[config.mk]
export PLATFORM = sky130hd
export DESIGN_NAME = uart_rx_flat
export DESIGN_NICKNAME = d
export VERILOG_FILES = /design/src/rtl/uart_pkg.sv /design/src/rtl/uart_rx_if.sv /design/src/rtl/uart_sync2.sv /design/src/rtl/uart_rx.sv /design/src/flat_wrapper.sv
export SDC_FILE = /design/constraint.sdc
export NUM_CORES = 1
export LEC_CHECK = 0
export CAP_MARGIN = 20
export CORE_UTILIZATION = 57
export CTS_CLUSTER_DIAMETER = 120
export DETAILED_ROUTE_END_ITERATION = 6
export HOLD_SLACK_MARGIN = 0.02
export PLACE_DENSITY = 0.84
export SLEW_MARGIN = 5
export SYNTH_ARGS = -nofsm -noshare
export SYNTH_HDL_FRONTEND = slang
export SYNTH_HIERARCHICAL = 1
export SYNTH_SLANG_ARGS = --single-unit
[constraint.sdc]
create_clock -name CLK -period 5.2 [get_ports CLK]
set_input_delay 0.52 -clock CLK [delete_from_list [all_inputs] [get_ports CLK]]
set_output_delay 0.52 -clock CLK [all_outputs]
set_load 0.005 [all_outputs]
[src/rtl/uart_pkg.sv]
// Shared UART definitions: default line settings, framing levels and receiver states.
package uart_pkg;

  localparam int unsigned DEFAULT_CLOCK_FREQ = 32'd100000000;
  localparam int unsigned DEFAULT_BAUD_RATE  = 32'd115200;

  localparam logic START_BIT = 1'b0;
  localparam logic STOP_BIT  = 1'b1;

  typedef enum logic [1:0] {
    IDLE  = 2'd0,
    START = 2'd1,
    DATA  = 2'd2,
    STOP  = 2'd3
  } rx_state_t;

endpackage

[src/rtl/uart_rx_if.sv]
// Receiver pin bundle: serial line in; decoded byte, strobes and shift buffer out.
interface uart_rx_if;
  logic            RX;
  logic [7:0]      RX_DATA;
  logic            RX_VALID;
  logic            FRAME_ERR;
  logic            BUSY;
  logic [3:0][7:0] RXBUF_OUT;

  modport master (output RX, input RX_DATA, RX_VALID, FRAME_ERR, BUSY, RXBUF_OUT);
  modport slave  (input RX, output RX_DATA, RX_VALID, FRAME_ERR, BUSY, RXBUF_OUT);
endinterface

[src/rtl/uart_sync2.sv]
// Two-flop synchronizer for the asynchronous serial line; resets to the idle level.
module uart_sync2
  import uart_pkg::*;
#(
  parameter logic RST_VAL = STOP_BIT
) (
  input  logic CLK,
  input  logic RESET,
  input  logic d,
  output logic q
);

  logic meta_r;
  logic q_r;

  // metastability filter chain
  always_ff @(posedge CLK) begin
    if (RESET) begin
      meta_r <= RST_VAL;
      q_r    <= RST_VAL;
    end else begin
      meta_r <= d;
      q_r    <= meta_r;
    end
  end

  assign q = q_r;

endmodule

[src/rtl/uart_rx.sv]
// 8N1+ UART receiver: centre-samples each bit, strobes good bytes and keeps a 4-byte shift buffer.
module uart_rx
  import uart_pkg::*;
#(
  parameter int unsigned CLOCK_FREQ = DEFAULT_CLOCK_FREQ,
  parameter int unsigned BAUD_RATE  = DEFAULT_BAUD_RATE,
  parameter int unsigned BIT_TICKS  = CLOCK_FREQ / BAUD_RATE,
  parameter int unsigned HALF_TICKS = BIT_TICKS / 32'd2
) (
  input logic      CLK,
  input logic      RESET,
  uart_rx_if.slave bus
);

  localparam logic [15:0] BIT_LAST     = 16'(BIT_TICKS - 32'd1);
  localparam logic [15:0] HALF_LAST    = 16'(HALF_TICKS - 32'd1);
  localparam logic [3:0]  LAST_BIT_IDX = 4'd7;

  if (BIT_TICKS >= 32'd65536 || BIT_TICKS < 32'd4) begin : g_bad_ticks
    $error("uart_rx: BIT_TICKS must lie in [4, 65535]");
  end

  rx_state_t       state_r, state_s;
  logic [15:0]     cntr_r, cntr_s;
  logic [3:0]      bitcntr_r, bitcntr_s;
  logic [7:0]      shreg_r, shreg_s;
  logic            rx_sync_s, rx_prev_r;
  logic            good_s, bad_s;
  logic [7:0]      rx_data_r;
  logic            rx_valid_r, frame_err_r, busy_r;
  logic [3:0][7:0] rxbuf_r;

  uart_sync2 #(.RST_VAL(STOP_BIT)) u_sync (
    .CLK   (CLK),
    .RESET (RESET),
    .d     (bus.RX),
    .q     (rx_sync_s)
  );

  // FSM state and bit-timing counters
  always_ff @(posedge CLK) begin
    if (RESET) begin
      state_r   <= IDLE;
      cntr_r    <= 16'd0;
      bitcntr_r <= 4'd0;
      shreg_r   <= 8'd0;
    end else begin
      state_r   <= state_s;
      cntr_r    <= cntr_s;
      bitcntr_r <= bitcntr_s;
      shreg_r   <= shreg_s;
    end
  end

  // next-state, sample points and end-of-frame verdict
  always_comb begin
    state_s   = state_r;
    cntr_s    = cntr_r + 16'd1;
    bitcntr_s = bitcntr_r;
    shreg_s   = shreg_r;
    good_s    = 1'b0;
    bad_s     = 1'b0;
    case (state_r)
      IDLE: begin
        cntr_s    = 16'd0;
        bitcntr_s = 4'd0;
        if (rx_sync_s == START_BIT && rx_prev_r == STOP_BIT) begin
          state_s = START;
        end else begin
          state_s = IDLE;
        end
      end
      START: begin
        if (cntr_r == HALF_LAST) begin
          cntr_s = 16'd0;
          // a line already high again at mid-start was a glitch
          if (rx_sync_s == START_BIT) begin
            state_s = DATA;
          end else begin
            state_s = IDLE;
          end
        end else begin
          state_s = START;
        end
      end
      DATA: begin
        if (cntr_r == BIT_LAST) begin
          cntr_s    = 16'd0;
          shreg_s   = {rx_sync_s, shreg_r[7:1]};
          bitcntr_s = bitcntr_r + 4'd1;
          if (bitcntr_r == LAST_BIT_IDX) begin
            state_s = STOP;
          end else begin
            state_s = DATA;
          end
        end else begin
          state_s = DATA;
        end
      end
      STOP: begin
        if (cntr_r == BIT_LAST) begin
          cntr_s  = 16'd0;
          state_s = IDLE;
          if (rx_sync_s == STOP_BIT) begin
            good_s = 1'b1;
          end else begin
            bad_s = 1'b1;
          end
        end else begin
          state_s = STOP;
        end
      end
      default: begin
        state_s   = IDLE;
        cntr_s    = 16'd0;
        bitcntr_s = 4'd0;
      end
    endcase
  end

  // registered outputs, edge-detect history and receive buffer
  always_ff @(posedge CLK) begin
    if (RESET) begin
      rx_prev_r   <= STOP_BIT;
      rx_data_r   <= 8'd0;
      rx_valid_r  <= 1'b0;
      frame_err_r <= 1'b0;
      busy_r      <= 1'b0;
      rxbuf_r     <= 32'd0;
    end else begin
      rx_prev_r   <= rx_sync_s;
      rx_valid_r  <= good_s;
      frame_err_r <= bad_s;
      busy_r      <= (state_s != IDLE);
      if (good_s) begin
        rx_data_r <= shreg_r;
        rxbuf_r   <= {shreg_r, rxbuf_r[3:1]};
      end else begin
        rx_data_r <= rx_data_r;
        rxbuf_r   <= rxbuf_r;
      end
    end
  end

  assign bus.RX_DATA   = rx_data_r;
  assign bus.RX_VALID  = rx_valid_r;
  assign bus.FRAME_ERR = frame_err_r;
  assign bus.BUSY      = busy_r;
  assign bus.RXBUF_OUT = rxbuf_r;

endmodule

[src/flat_wrapper.sv]
// flat-port wrapper written by rule: the top's interface ports become plain ports
module uart_rx_flat import uart_pkg::*;
#(
  parameter int unsigned CLOCK_FREQ = DEFAULT_CLOCK_FREQ,
  parameter int unsigned BAUD_RATE  = DEFAULT_BAUD_RATE,
  parameter int unsigned BIT_TICKS  = CLOCK_FREQ / BAUD_RATE,
  parameter int unsigned HALF_TICKS = BIT_TICKS / 32'd2
)
  (CLK, RESET, bus_RX, bus_RX_DATA, bus_RX_VALID, bus_FRAME_ERR, bus_BUSY, bus_RXBUF_OUT);
  uart_rx_if bus_i ();
  input logic CLK;
  input logic RESET;
  input wire logic [$bits(bus_i.RX)-1:0] bus_RX;
  output wire logic [$bits(bus_i.RX_DATA)-1:0] bus_RX_DATA;
  output wire logic [$bits(bus_i.RX_VALID)-1:0] bus_RX_VALID;
  output wire logic [$bits(bus_i.FRAME_ERR)-1:0] bus_FRAME_ERR;
  output wire logic [$bits(bus_i.BUSY)-1:0] bus_BUSY;
  output wire logic [$bits(bus_i.RXBUF_OUT)-1:0] bus_RXBUF_OUT;
  assign bus_i.RX = bus_RX;
  assign bus_RX_DATA = bus_i.RX_DATA;
  assign bus_RX_VALID = bus_i.RX_VALID;
  assign bus_FRAME_ERR = bus_i.FRAME_ERR;
  assign bus_BUSY = bus_i.BUSY;
  assign bus_RXBUF_OUT = bus_i.RXBUF_OUT;
  uart_rx #(.CLOCK_FREQ(CLOCK_FREQ), .BAUD_RATE(BAUD_RATE), .BIT_TICKS(BIT_TICKS), .HALF_TICKS(HALF_TICKS)) u_core (.CLK(CLK), .RESET(RESET), .bus(bus_i));
endmodule
Word level (Yosys, flattened, before mapping). Index checks and enable logic that the tools add are counted.

Register bits after elaboration: 68. Memories: 0. Input port bits: 3. Memory bits (read-only): 0. Logic and storage cells: 50. Latch bits: 0. RAM bits: 0.

Equal/unequal tests: 7. Shift operators: 0. Reduce and logical (&&, ||, !) cells: 8. Bitwise operators: 3. Divide/modulo/power cells: 0. $mul: 0. Multiplexer cells: 16. $add $sub $neg: 2. $lt $le $gt $ge: 0.

Operator list (count): 16-bit case mux with 3 select lines (1); 16-bit 2-to-1 mux (2); 16-bit by 1-bit adder with 16-bit output, second input constant (1); 16-bit by 10-bit equality test with 1-bit output, second input constant (1); 16-bit by 9-bit equality test with 1-bit output, second input constant (1); 2-bit case mux with 4 select lines (1); 4-bit case mux with 2 select lines (1); 1-bit 2-to-1 mux (7); 2-bit 2-to-1 mux (3); 4-bit by 1-bit adder with 4-bit output, second input constant (1); 2-bit equality test, second input constant (2); 4-bit by 3-bit equality test with 1-bit output, second input constant (1); 4-bit 2-to-1 mux (1); 2-bit AND reduction (2); 2-bit nonzero test (2); 1-bit inverter (3); 3-bit OR reduction (1); 2-bit by 1-bit equality test with 1-bit output, second input constant (1); 2-bit logical NOT (1); 2-bit by 1-bit inequality test with 1-bit output, second input constant (1); 2-bit OR reduction (1); 1-bit logical AND (1).

Logic depth before layout (Yosys ltp).
Depth after elaboration: 5. Gate-level depth with buffers: 9. Depth with buffers taken out: 7.

Modules after synthesis. The synthesis kept the hierarchy.

Modules (own cells, without submodules): uart_rx (area an instance 2788.9 µm², times used 1, cells an instance 315); uart_sync2 (area an instance 52.6 µm², times used 1, cells an instance 4).

Worst setup path after synthesis. Ideal clock, no wire load.

Kind: reg-to-reg. Start: register u_core.cntr_r[12]. End: register u_core.shreg_r[1]. Data required time: 5.072 ns. Arrival time: 1.906 ns. Setup time: 0.128 ns. Stages on the path, launching flop included: 7. Slack: 3.167 ns. Cells stage by stage: dfxtp_1 -> or4_4 -> nor4_4 -> and3_4 -> buf_6 -> mux2i_1 -> nor2_1.

Longest elaborated chain between the ends: 2.

Ends and longest elaborated chain: start: declaration (line uart_rx.sv:24) `logic [15:0] cntr_r, cntr_s;`; start signal: assignment (line uart_rx.sv:49) `cntr_r <= cntr_s;`; 16-bit by 10-bit equality test with 1-bit output (line uart_rx.sv:87) `if (cntr_r == BIT_LAST) begin`; 2-bit AND reduction (no line); end signal: assignment (line uart_rx.sv:51) `shreg_r <= shreg_s;`; end: declaration (line uart_rx.sv:26) `logic [7:0] shreg_r, shreg_s;`.

No other way between the ends. A chain may end at the register's enable or synchronous reset.

Worst setup path after layout.
Start: register u_core.cntr_r[2]. End: register u_core.rxbuf_r, in the netlist u_core/bus.RXBUF_OUT[28].

Longest elaborated chain between the ends: 3.

Ends and longest elaborated chain: 16-bit by 10-bit equality test with 1-bit output (line uart_rx.sv:101) `if (cntr_r == BIT_LAST) begin`; 1-bit 2-to-1 mux (line uart_rx.sv:101); 1-bit 2-to-1 mux (line uart_rx.sv:63) `case (state_r)`; end signal: assignment (line uart_rx.sv:137) `rxbuf_r <= {shreg_r, rxbuf_r[3:1]};`; end signal: assignment (line uart_rx.sv:140) `rxbuf_r <= rxbuf_r;`; end: declaration (line uart_rx.sv:31) `logic [3:0][7:0] rxbuf_r;`.

No other way between the ends.

==> results.yml <==
sta:
  finalSetupViolCount: 0
  hold_viol: 0
  max-slew-margin-rel_pct: 30.34
  fin_tns_setup_ns: 0
  fmax_mhz: 363.1
  rsz0062_at_grt: "no"
  worstMarginPinSlew_ns: 1.045
  finalCriticalPeriod_ns: 2.754
  hold_slack_ns: 0.4086
  post-route-period-util_pct: 52.96
  slew_violations: 0
  skew_ns: 0.007577
placement:
  io_buffers: 45
  place_congestion: 0.8531
  hpwl_mm: 3.581
clocking:
  clk_latency_ns: 0.34
  tritoncts: "yes"
  cts_max_level: 3
  cts_hold_buf: 0
  cts_root_buffer: "clkbuf_8"
  clk_pin_slew_ns: 0.07
  cts_buffers: 9
  post_cts_buffers: 0
  cts.sinks: 68
  cts_buffer_depth: 2
  cts_resized: 0
logic_synthesis:
  synthSimpleGateAreaFrac_pct: 25.14
  syn-cell-area_um2: 2841
  synth.mux.area_fraction_pct: 3.170
  synthAdderAreaFrac_pct: 1.321
  synth_top_area_cell: "dfxtp_1"
  ys_seq_area_share_pct: 47.91
  synth.top_cell.area_share_pct: 47.91
  synth_top_flop_cell: "dfxtp_1"
  ys_types: 42
  synth_top_family_by_area: "simple AND/OR/NAND/NOR gates"
  synth_seq_cells: 68
  syn_nets: 325
  async_flop_share_pct: 0
  synth-edff-count: 0
  synth_cells: 319
  yosys-top-cells-area: "dfxtp_1, nand2_1, a21oi_2"
  synth_xor_area_share_pct: 4.315
  avgSynthCellArea_um2: 8.907
  synth_compound_area_share_pct: 11.89
  yosysWarnings: 6
layout:
  finalNetCount: 358
  post-route-util_pct: 72.76
  antenna_cells: 0
  layout-drive-gt1-share_pct: 14.85
  area_delta_synth_final_pct: 21.75
critical_path:
  cp-end-kind: "flop"
  worst-endpoint-required_ns: 5.46
  cp_slowest_cell: "and2_1"
  arrival_ns: 3.02
  critPathLaunch: "u_core/cntr_r[2]$_SDFF_PP0_"
  path_max_fanout: 32
  path_buf_inv: 0
  r2r-start: "u_core/cntr_r[2]$_SDFF_PP0_"
  path_delay_family: "simple AND/OR/NAND/NOR gates"
  worst-r2r-setup-slack_ns: 2.45
  critPathMaxStageDelay_ns: 0.89
  crit_chain: "or4_1, nor4_4, and2_1, nand2_1, a21oi_2"
  worstSetupStartpointType: "flop"
  crit_type: "reg2reg"
pwr:
  p_sw_w: 0.0002026
  power_frac_clock_pct: 46.5
  p_int_w: 0.0008079
  vdd_drop_max_mv: 0.2208
  powerDensity_nw_per_um2: 292.1
  p_leak_nw: 1.105
  combPwrFrac_pct: 1.6
  p_sw_share_pct: 20.05
  seqPwrFrac_pct: 51.9
floorplan:
  row_count: 25
  die_w_um: 72.61
  start_util_pct: 59.76
  num_io_pins: 46
  core_um2: 4755
  die_area_um2: 5271
  fp.dieH_um: 72.61
min_path:
  worstHoldStart: "u_core/u_sync/meta_r$_SDFF_PP1_"
  hold_class: "reg2reg"
routing:
  wl_per_cell_um: 12.53
  vias: 2215
  first_pass_iters: 4
  antenna_left: 0
  drt_iter0_markers: 154
  drc: 0
  routed_wl_mm: 5.314
  viasPerCell: 5.224
job:
  drv_cap: 0
grt:
  grt_pass1_vias: 1952
  track_usage_pct: 21.94
  grt_pass1_wl_mm: 8.859
  grt_max_degree: 54
  overflow: 0
  antenna_found_initial: 0
outcome:
  status: "finished clean"
## registers in the layout, summed over array words and instances (netlist names), 2 cells and up
register,flops
u_core/bitcntr_r,4
u_core/bus.RXBUF_OUT,32
u_core/cntr_r,16
u_core/shreg_r,8
u_core/state_r,2
## layer usage
layer / wire length (µm) / vias up / track usage [%]
li1: - / 1118 / -
met1: 2435 / 1033 / 27.50
met2: 2560 / 55 / 35.72
met3: 209 / 9 / 5.110
met4: 108 / 0 / 10.46
met5: 0 / - / 0
## worst register-to-register path: stages (launching register included)
cell	delay [ns]
dfxtp_1	0.34
or4_1	0.66
nor4_4	0.43
and2_1	0.89
nand2_1	0.20
a21oi_2	0.17
## stage by stage
step | instance area [µm²] | setup slack [ns] | instances | power (W)
floorplan | 2841 | 3.167 | 319 | 0.0005475
global placement | 3216 | 2.537 | 407 | 0.0005519
detailed placement | 3216 | 2.450 | 407 | 0.0005519
CTS | 3432 | 2.447 | 423 | 0.001016
global route | 3460 | 2.229 | 424 | 0.001040
finish | 3460 | 2.446 | 424 | 0.001011
## power by group through the flow
stage	combinational [W]	clock, W	sequential, W
global placement	0.0000157	0	0.000536
floorplan	0.0000117	0	0.000536
finish	0.0000157	0.000470	0.000524
detailed placement	0.0000157	0	0.000536
CTS	0.0000157	0.000476	0.000524
global route	0.0000174	0.000499	0.000524
## layout make-up
cell class                 count  area [µm²]
fill                         379        1295
clock inverter                 5       75.07
inverter                       4       15.01
tap                           67       83.83
multi-input combinational    222        1303
timing repair buffer          47       480.5
clock buffer                  11       141.4
sequential                    68        1361
## cells in the final DEF, fill, tap and decap left out, types with 2 or more instances in the layout
| cell type | netlist | routed |
|---|---|---|
| and3_1 | 4 | 4 |
| or2_1 | 2 | 2 |
| mux2i_1 | 9 | 9 |
| clkbuf_8 | 0 | 10 |
| inv_1 | 4 | 4 |
| o21ai_0 | 4 | 4 |
| nor2_1 | 34 | 34 |
| xnor2_1 | 10 | 10 |
| clkinv_2 | 0 | 3 |
| clkdlybuf4s50_1 | 0 | 44 |
| and2_1 | 2 | 2 |
| or2_2 | 2 | 2 |
| a21oi_1 | 7 | 7 |
| nand3_1 | 8 | 8 |
| nand2b_1 | 2 | 2 |
| xor2_1 | 4 | 4 |
| ha_1 | 3 | 3 |
| bufinv_16 | 0 | 2 |
| nor4_1 | 3 | 3 |
| nand4_1 | 4 | 4 |
| dfxtp_1 | 68 | 68 |
| nand3b_1 | 2 | 2 |
| nor3_1 | 5 | 5 |
| a21oi_2 | 29 | 29 |
| nand2_1 | 72 | 72 |
## kinds of logic after synthesis
| group | after synthesis |
|---|---|
| buffers and inverters | 29 |
| multiplexers | 9 |
| XOR/XNOR | 14 |
| adder cells (fa/ha/maj) | 3 |
| flip-flops | 68 |
| AO/OA/AOI/OAI | 44 |
| AND/OR/NAND/NOR | 152 |
## final timing paths
| check | to | depth (start not counted) |
|---|---|---|
| max | u_core/bus.RXBUF_OUT[28]$_SDFFE_PP0P_ | 5 |
| min | u_core/u_sync/q$_SDFF_PP1_ | 1 |
| max reg2reg | u_core/bus.RXBUF_OUT[28]$_SDFFE_PP0P_ | 5 |
| min reg2reg | u_core/u_sync/q$_SDFF_PP1_ | 1 |
## cells in the mapped netlist (2+ instances only)
cell type and count:
nor3_1 5, a21oi_1 7, ha_1 3, buf_6 4, a21oi_2 29, mux2i_1 9
nand2b_1 2, and2_1 2, nand3b_1 2, nor4_1 3, dfxtp_1 68, inv_1 4
nand3_1 8, buf_4 10, or2_2 2, nand4_1 4, nor2_1 34, or2_1 2
clkbuf_1 9, o21ai_0 4, xor2_1 4, nand2_1 72, and3_1 4, xnor2_1 10
(Power assumes the default switching activity.)
